**src/rtl/cu_pkg.sv**
```systemverilog
// Shared definitions for the serial-programmed control unit and its
// sequencer: instruction-frame opcodes, ALU select encodings, the
// sequencer state type and the default frame length.
package cu_pkg;

  localparam int FRAME_W_DEF = 8;

  // opcode field, frame bits [7:6]
  localparam logic [1:0] OP_INITLZ_MEM = 2'b00;
  localparam logic [1:0] OP_ARITH      = 2'b01;
  localparam logic [1:0] OP_LOGIC      = 2'b10;
  localparam logic [1:0] OP_BUFFER     = 2'b11;

  // ALU select; meaning depends on OP_ARITH vs OP_LOGIC
  localparam logic SEL_ADD = 1'b0;
  localparam logic SEL_AND = 1'b0;
  localparam logic SEL_SUB = 1'b1;
  localparam logic SEL_OR  = 1'b1;

  typedef enum logic [2:0] {
    ST_IDLE   = 3'd0,
    ST_CLR    = 3'd1,
    ST_SHIFT  = 3'd2,
    ST_UPDATE = 3'd3,
    ST_RUN    = 3'd4,
    ST_DONE   = 3'd5
  } seq_state_t;

  function automatic int max3(input int a, input int b, input int c);
    int m;
    m = (a > b) ? a : b;
    return (m > c) ? m : c;
  endfunction

endpackage

```
**src/rtl/scan_shifter.sv**
```systemverilog
// Parallel-load PISO (tx) paired with a SIPO (rx) for the control unit's
// scan chain.
//   clk, reset : clock, synchronous active-high reset
//   load       : tx <= frame, rx <= 0
//   shift      : tx shifts left (MSB out first), rx shifts in ser_in at LSB
//   frame      : parallel frame to transmit
//   ser_in     : serial data returned by the control unit
//   ser_out    : current tx MSB
//   rx         : captured serial bits
module scan_shifter #(
  parameter int FRAME_W = 8
) (
  input  logic               clk,
  input  logic               reset,
  input  logic               load,
  input  logic               shift,
  input  logic [FRAME_W-1:0] frame,
  input  logic               ser_in,
  output logic               ser_out,
  output logic [FRAME_W-1:0] rx
);

  logic [FRAME_W-1:0] tx;

  // tx fills with zeros as it shifts, so after a full frame its MSB is 0;
  // ser_out is therefore only ever non-zero while a shift phase is active.
  assign ser_out = tx[FRAME_W-1];

  always_ff @(posedge clk) begin
    if (reset) begin
      tx <= '0;
      rx <= '0;
    end else if (load) begin
      tx <= frame;
      rx <= '0;
    end else if (shift) begin
      tx <= {tx[FRAME_W-2:0], 1'b0};
      rx <= {rx[FRAME_W-2:0], ser_in};
    end
  end

endmodule

```
**src/rtl/scan_sequencer.sv**
```systemverilog
// Sequencer for the serial-programmed control unit. Serialises a host frame
// MSB-first, then strobes update and run, captures the returned bits and
// pulses done. Also issues a clear strobe on request.
//   clk, reset  : clock, synchronous active-high reset
//   start/clear : host requests, sampled only in IDLE (clear wins)
//   frame       : instruction frame, latched on accepted start
//   busy, done  : status; done is a one-cycle pulse
//   result      : bits captured during the last frame's shift phase
//   ser_out/in  : serial data to / from the control unit
//   cu_reset, cu_shift, cu_update, cu_run : mutually exclusive strobes
//
// state  | meaning
// IDLE   | waiting for start/clear
// CLR    | cu_reset held for CLR_CYCLES
// SHIFT  | cu_shift held for FRAME_W cycles, frame serialised
// UPDATE | cu_update for one cycle
// RUN    | cu_run held for RUN_CYCLES
// DONE   | done pulse, result valid
module scan_sequencer
  import cu_pkg::*;
#(
  parameter int FRAME_W    = FRAME_W_DEF,
  parameter int RUN_CYCLES = 1,
  parameter int CLR_CYCLES = 1
) (
  input  logic               clk,
  input  logic               reset,
  input  logic               start,
  input  logic               clear,
  input  logic [FRAME_W-1:0] frame,
  output logic               busy,
  output logic               done,
  output logic [FRAME_W-1:0] result,
  output logic               ser_out,
  input  logic               ser_in,
  output logic               cu_reset,
  output logic               cu_shift,
  output logic               cu_update,
  output logic               cu_run
);

  localparam int CNT_W = $clog2(max3(FRAME_W, RUN_CYCLES, CLR_CYCLES) + 1);
  localparam logic [CNT_W-1:0] SHIFT_LAST = CNT_W'(FRAME_W - 1);
  localparam logic [CNT_W-1:0] RUN_LAST   = CNT_W'(RUN_CYCLES - 1);
  localparam logic [CNT_W-1:0] CLR_LAST   = CNT_W'(CLR_CYCLES - 1);

  seq_state_t         state, state_nxt;
  logic [CNT_W-1:0]   cnt, cnt_nxt;
  logic [FRAME_W-1:0] rx;
  logic               load, shift;

  assign load  = (state == ST_IDLE) && start && !clear;
  assign shift = (state == ST_SHIFT);

  scan_shifter #(.FRAME_W(FRAME_W)) u_shifter (
    .clk     (clk),
    .reset   (reset),
    .load    (load),
    .shift   (shift),
    .frame   (frame),
    .ser_in  (ser_in),
    .ser_out (ser_out),
    .rx      (rx)
  );

  // Counter restarts at 0 on every state change, so it never wraps.
  always_comb begin
    state_nxt = state;
    cnt_nxt   = cnt + CNT_W'(1);
    case (state)
      ST_IDLE: begin
        cnt_nxt = '0;
        if (clear)      state_nxt = ST_CLR;
        else if (start) state_nxt = ST_SHIFT;
      end
      ST_CLR: begin
        if (cnt == CLR_LAST) begin
          state_nxt = ST_DONE;
          cnt_nxt   = '0;
        end
      end
      ST_SHIFT: begin
        if (cnt == SHIFT_LAST) begin
          state_nxt = ST_UPDATE;
          cnt_nxt   = '0;
        end
      end
      ST_UPDATE: begin
        state_nxt = ST_RUN;
        cnt_nxt   = '0;
      end
      ST_RUN: begin
        if (cnt == RUN_LAST) begin
          state_nxt = ST_DONE;
          cnt_nxt   = '0;
        end
      end
      ST_DONE: begin
        state_nxt = ST_IDLE;
        cnt_nxt   = '0;
      end
      default: begin
        state_nxt = ST_IDLE;
        cnt_nxt   = '0;
      end
    endcase
  end

  // Outputs decode the next state, so they are registered and line up with
  // the state they describe. One-hot decode keeps the strobes exclusive.
  always_ff @(posedge clk) begin
    if (reset) begin
      state     <= ST_IDLE;
      cnt       <= '0;
      busy      <= 1'b0;
      done      <= 1'b0;
      result    <= '0;
      cu_reset  <= 1'b0;
      cu_shift  <= 1'b0;
      cu_update <= 1'b0;
      cu_run    <= 1'b0;
    end else begin
      state     <= state_nxt;
      cnt       <= cnt_nxt;
      busy      <= (state_nxt != ST_IDLE);
      done      <= (state_nxt == ST_DONE);
      cu_reset  <= (state_nxt == ST_CLR);
      cu_shift  <= (state_nxt == ST_SHIFT);
      cu_update <= (state_nxt == ST_UPDATE);
      cu_run    <= (state_nxt == ST_RUN);
      // only a frame transaction (RUN -> DONE) refreshes result; clear keeps it
      if (state == ST_RUN && state_nxt == ST_DONE)
        result <= rx;
    end
  end

endmodule

```
**config.mk**
```make
export PLATFORM = sky130hd
export DESIGN_NAME = scan_sequencer
export DESIGN_NICKNAME = d
export VERILOG_FILES = /design/src/rtl/cu_pkg.sv /design/src/rtl/scan_shifter.sv /design/src/rtl/scan_sequencer.sv
export SDC_FILE = /design/constraint.sdc
export NUM_CORES = 1
export LEC_CHECK = 0
export BUFFER_PORTS_ARGS = -buffer_cell sky130_fd_sc_hd__buf_4
export CAP_MARGIN = 10
export CORE_AREA = 4 4 58 60
export DETAILED_ROUTE_END_ITERATION = 12
export DIE_AREA = 0 0 62 64
export GPL_ROUTABILITY_DRIVEN = 0
export MAX_ROUTING_LAYER = met4
export PLACE_DENSITY = 0.72
export REMOVE_ABC_BUFFERS = 1
export SYNTH_ARGS = -nofsm -noshare
export SYNTH_HDL_FRONTEND = slang
export SYNTH_SLANG_ARGS = --single-unit
export TNS_END_PERCENT = 50
```
**constraint.sdc**
```tcl
create_clock -name clk -period 2.3 [get_ports clk]
set_clock_uncertainty 0.1 [all_clocks]
set_input_delay 0.46 -clock clk [delete_from_list [all_inputs] [get_ports clk]]
set_output_delay 0.46 -clock clk [all_outputs]
set_load 0.005 [all_outputs]
```
Yosys cells after proc, flatten, opt, wreduce, memory -nomap -nowiden. Cells that the tools add are included.

Bits in registers: 37. Input port bits: 13. Output and inout bits: 15. Logic and storage cells: 42.

$add $sub $neg: 1. Eq/ne operators: 10. Mux-type cells: 10. Reductions and logical operators: 10.

Operators by type and width (number): $mux 8 (2); $eq 3x2->1 const B (4); $mux 3 (4); $pmux 3 s4 (1); $eq 3x3->1 const B (3); $mux 4 (2); $pmux 4 s2 (1); $eq 3x1->1 const B (2); $add 4x1->4 const B (1); $eq 4x3->1 const B (1); $logic_not 4->1 (1); $reduce_or 2->1 (2); $logic_and 1x1->1 (3); $logic_not 3->1 (1); $reduce_bool 3->1 (1); $reduce_bool 2->1 (1); $logic_not 1->1 (1).

Longest topological paths before layout.
Depth in word-level cells: 5. Depth in mapped cells: 7. Gate-level depth less buffers: 6.

By module. Synthesis repeated with hierarchy kept, for this count alone.

Cell total of the unflattened synthesis: 158. Area, all modules: 1575.3 um^2.

By module, submodules not included: scan_sequencer (instances 1, cells an instance 95, area each 898.4 um^2, sequential area each 420.4 um^2); scan_shifter (instances 1, cells an instance 63, area each 676.9 um^2, sequential area each 320.3 um^2).

Worst setup path before layout. Ideal clock, no wire load.

Kind: flip-flop to flip-flop. Start: register cnt[0]. End: register cu_shift. Setup time: 0.065 ns. Data arrival time: 1.471 ns. Required time: 2.135 ns. Setup slack: 0.665 ns. Stages on the path, launching flop included: 7. Buffers on the path: 0. Period minus slack after synthesis: 1.635 ns. Path through: dfxtp_1 > inv_1 > ha_1 > or3b_4 > nor2_8 > or4_4 > nor2_1.

Word-level cells in the longest chain between the ends: 4. Elaborated cells between the ends (all ways): 6. Classes of those cells: eq/ne: 2; mux: 3; reduce/logical: 1.

RTL lines: from (decl) (RTL line scan_sequencer.sv:48) `logic [CNT_W-1:0] cnt, cnt_nxt;`; from (signal assigned) (RTL line scan_sequencer.sv:124) `cnt <= cnt_nxt;`; $eq 4x3->1 / $logic_not 4->1 (equally long branches) (RTL line scan_sequencer.sv:83, scan_sequencer.sv:77, scan_sequencer.sv:93); $mux 3 (on tied branches) (RTL line scan_sequencer.sv:83, scan_sequencer.sv:77, scan_sequencer.sv:93); $pmux 3 s4 * (RTL line scan_sequencer.sv:70) `case (state)`; $eq 3x2->1 * (RTL line scan_sequencer.sv:128) `cu_shift <= (state_nxt == ST_SHIFT);`; to (signal assigned) (RTL line scan_sequencer.sv:128); to (decl) (RTL line scan_sequencer.sv:37) `output logic cu_shift,`.

Every way passes the cells marked *; elsewhere a longest branch is shown, timed or not. A chain may end at the register's enable or synchronous reset.

Worst setup path after layout.
Start: register state[2]. End: register cu_shift.

Word-level cells in the longest chain between the ends: 4. Elaborated cells between the ends (all ways): 12. Classes of those cells: eq/ne: 5; mux: 5; reduce/logical: 2.

RTL lines: from (decl) (RTL line scan_sequencer.sv:47) `seq_state_t state, state_nxt;`; from (signal assigned) (RTL line scan_sequencer.sv:123) `state <= state_nxt;`; $eq 3x3->1, or another cell as far along (RTL line scan_sequencer.sv:70); $reduce_or 2->1 (no line) / $mux 3 (equally long branches); $pmux 3 s4 * (RTL line scan_sequencer.sv:70); $eq 3x2->1 * (RTL line scan_sequencer.sv:128).

Marks and branches as above.

==> metrics list <==
- Result of the run: complete, no violations
* Relative area change from synthesis to final layout: 17.6%
* DR vias: 1178
- Launch point of the worst hold path: frame[0]
- Number of cells on the worst hold path: 3
- GRT Total Usage: 0.155
* Final setup viols: 0
- Measured in cells, the most critical reg-to-reg path has a length of 4.
* Sort of element at the start of the critical path: register
- Count of antenna diodes in the layout: 0
* Number of warnings printed during yosys synthesis: 0
- The synthesized design contains 0 enable-type register cells.
* Cell breakdown of the critical path: or3b_1 > o22ai_1 > or4_4 > nor2_1
* Total congestion overflow after global routing: 0
* Slowest stage cell, crit path: sky130_fd_sc_hd__dfxtp_1
- Once routing completed, OpenROAD measured the worst setup slack at 0.386 ns.
- In this run, CTS created clock tree buffers numbering 5.
- Buffers added to address setup during post-CTS repair amount to 0.
- Initial standard-cell utilization of the core: 0.494
- Row count: 20
* Final #Nets: 201
- Buffers plus inverters on the worst setup path: 0
- The share of synthesized area in the top cell type comes to 0.512.
* Routed Antenna Nets: 0
- Hold Path Class: input port to register
* Mean Syn Cell Area: 9.05 um2
* TNS Setup: 0 ns
* Category of the critical setup timing path: register to register
- Entering global routing, the biggest net connects 25 pins.
- Setup slack of the most critical reg-to-reg path: 0.39 ns
- Horizontal die dimension: 62 um
- First-pass iteration count of the detailed router: 6
- For this run, design rule violations remaining after detail routing come to 0.
- In this run, post-CTS hold repair placed 0 buffers.
* CTS tree: yes
* Fraction of power consumed by combinational cells: 0.189
- Critical path peak fanout: 11
- Data on the critical path is required at its endpoint by 2.47 ns.
* Post-layout power: 1.30 mW
- Broken down by cell family, the worst path's largest delay share belongs to simple AND/OR/NAND/NOR gates.
- Of all flip-flops after synthesis, the portion carrying an async set or reset was 0.
- Routed via count divided by cell count: 5.38
- Input and output buffers added on the ports amount to 27.
* Placeable core area: 2930 um2
- Via count of the first global-routing pass: 1123
- Of the available clock period, the critical path in the final layout requires 0.832.
- Mapped Area: 1450 um2
- After detailed routing, the average wire length per cell comes to 12.3 um.
- Min cycle time layout: 1.91 ns
- Top area cells in the synthesized netlist: sky130_fd_sc_hd__dfxtp_1 51%, sky130_fd_sc_hd__nand2_1 8.6%, sky130_fd_sc_hd__a21oi_1 5.9%
* Full die area: 3970 um2
- Summed over all nets, the half-perimeter wirelength after detailed placement is 1980 um.
- Maxcap violations: 0
* Maximum ir drop on the vdd rail: 0.000447 V
* Drt first-iter violations: 64
* Proportion of power drawn by the clock network: 0.259
- For the pin with the worst max-slew slack, the measured transition is 0.565 ns.
* Post-place setup slack: 0.418 ns
* Switch share: 0.276
- In this design, the stage delay of the slowest critical-path cell is 0.57 ns.
- Internal power comes to 940 uW.
* Clock tree root buffer cell: sky130_fd_sc_hd__clkbuf_4
* Area leader, netlist: sky130_fd_sc_hd__dfxtp_1
- The first global-routing pass estimated 4570 um of wire.
- STA puts the critical path data arrival time at 2.09 ns.
* I/O pins: 28
- After clock tree synthesis, the clock-pin slew on the worst setup and hold paths is 0.10 ns.
- Clock tree synthesis found a total of 37 sinks.
- Count of final hold-check violations: 0
- Proportion of synthesized chip area in sequential cells: 0.512
* RSZ-0062 raised after global routing: no
- # H-tree levels: 2
- Synthesized flop and latch total: 37
- # resized after CTS: 0
* Crit. End Element: register
- The number of pins exceeding their max-slew limit in the final report is 0.
- Peak clock frequency supported by timing: 522 MHz
- Synthesis handed over a netlist of 160 instances.
- Number of antenna violations at the first check in global routing: 0
* Hold EP: u_shifter.tx[0]
* Die Y-Extent: 64 um
- Most frequent cell after synthesis: sky130_fd_sc_hd__dfxtp_1
- Rel. slew slack: 0.622
- For this run, the leading register cell type out of synthesis is sky130_fd_sc_hd__dfxtp_1.
- Wires add up to 2690 um.
- In this run the critical register-to-register path is launched from state[2].
* Share of layout cells above drive strength 1: 0.231
- Most instantiated cells after synthesis: 37 x sky130_fd_sc_hd__dfxtp_1, 33 x sky130_fd_sc_hd__nand2_1, 18 x sky130_fd_sc_hd__nor2_1
* Switching power: 358 uW
- In this run the static leakage power is 0.671 nW.
* Sequential share of power: 0.552
- The endpoint identified for the worst register-to-register timing path is cu_shift.
- Clock buffer depth: 2
- For the worst-skew pair, the clock arrives at the later sink with an insertion delay of 0.33 ns.
- PwrDens: 762 nW/um2
- Number of distinct library cells after synthesis: 35
-- logic make-up (layout without fill, tap and decap cells) --
kind of cell               Yosys count  in the layout  share of synthesized area
and+or+nand+nor                     70             70                      0.245
DFF                                 37             37                      0.512
buffers and inverters               16             42                     0.0562
adders and majority gates            2              2                     0.0173
xor gates and xnor gates             3              3                     0.0182
AOI/OAI and AO/OA                   31             31                      0.144
muxes                                1              1                    0.00691
-- how the worst max path moves through the flow --
stage | slack [ns] | startpoint | to | depth (start not counted)
after floorplan | 0.62 | start | u_shifter.tx[1] | 4
after global placement | 0.48 | state[2] | cu_reset | 4
after detailed placement | 0.42 | state[2] | cu_shift | 4
after CTS | 0.39 | state[2] | cu_shift | 4
after global routing | 0.25 | state[2] | cu_reset | 4
final | 0.39 | state[2] | cu_shift | 4
-- per-layer routing --
metal,share of wire,wire length (um),vias up,track usage
li1,-,-,593,-
met1,0.43,1150,555,0.176
met2,0.50,1340,25,0.254
met3,0.061,165,5,0.0364
met4,0.013,34,0,0.0637
met5,0,0,-,-
-- cells in the final DEF (no fill, tap or decap), types with 2 or more instances in the layout --
cell type and n:
sky130_fd_sc_hd__or3b_4 2, sky130_fd_sc_hd__nand3_1 2, sky130_fd_sc_hd__clkbuf_4 5, sky130_fd_sc_hd__buf_4 29
sky130_fd_sc_hd__a211oi_1 2, sky130_fd_sc_hd__a21oi_1 17, sky130_fd_sc_hd__nor2_1 18, sky130_fd_sc_hd__nor3b_2 2
sky130_fd_sc_hd__inv_1 6, sky130_fd_sc_hd__xor2_1 2, sky130_fd_sc_hd__nand2_1 33, sky130_fd_sc_hd__dfxtp_1 37
sky130_fd_sc_hd__ha_1 2, sky130_fd_sc_hd__a222oi_1 7
-- registers in the layout, summed over array words and instances, names as in the netlist --
| signal | count |
|---|---|
| cu_shift | 1 |
| cu_update | 1 |
| state | 3 |
| cu_reset | 1 |
| u_shifter.rx | 8 |
| busy | 1 |
| u_shifter.tx | 8 |
| cu_run | 1 |
| cnt | 4 |
| done | 1 |
| result | 8 |
-- power by group through the flow --
stage               logic [mW]  registers [mW]  clock network [mW]
CTS                      0.248           0.716               0.345
floorplan                0.155           0.726                   0
global placement         0.242           0.727                   0
detailed placement       0.247           0.731                   0
global route             0.275           0.724               0.373
finish                   0.246           0.717               0.336
-- final cells by class --
| type | count | area [um2] |
|---|---|---|
| Clock buffer | 7 | 55.1 |
| Fill cell | 261 | 1220 |
| Inverter | 6 | 22.5 |
| Multi-Input combinational cell | 107 | 626 |
| Sequential cell | 37 | 741 |
| Tap cell | 33 | 41.3 |
| Timing Repair Buffer | 29 | 218 |
-- worst register-to-register path, stage by stage, from the launching register on --
cell,delay [ns]
sky130_fd_sc_hd__dfxtp_1,0.57
sky130_fd_sc_hd__or3b_1,0.40
sky130_fd_sc_hd__o22ai_1,0.17
sky130_fd_sc_hd__or4_4,0.51
sky130_fd_sc_hd__nor2_1,0.11
-- through the flow --
stage	utilization	instance area, um2	hold slack [ns]	cells
detailed placement	0.563	1650	0.347	212
global placement	0.563	1650	0.343	212
CTS	0.582	1700	0.268	219
global route	0.582	1700	0.279	219
floorplan	-	1390	0.326	150
finish	0.582	1700	0.268	219
No activity file was read; power rests on OpenSTA's default activity.
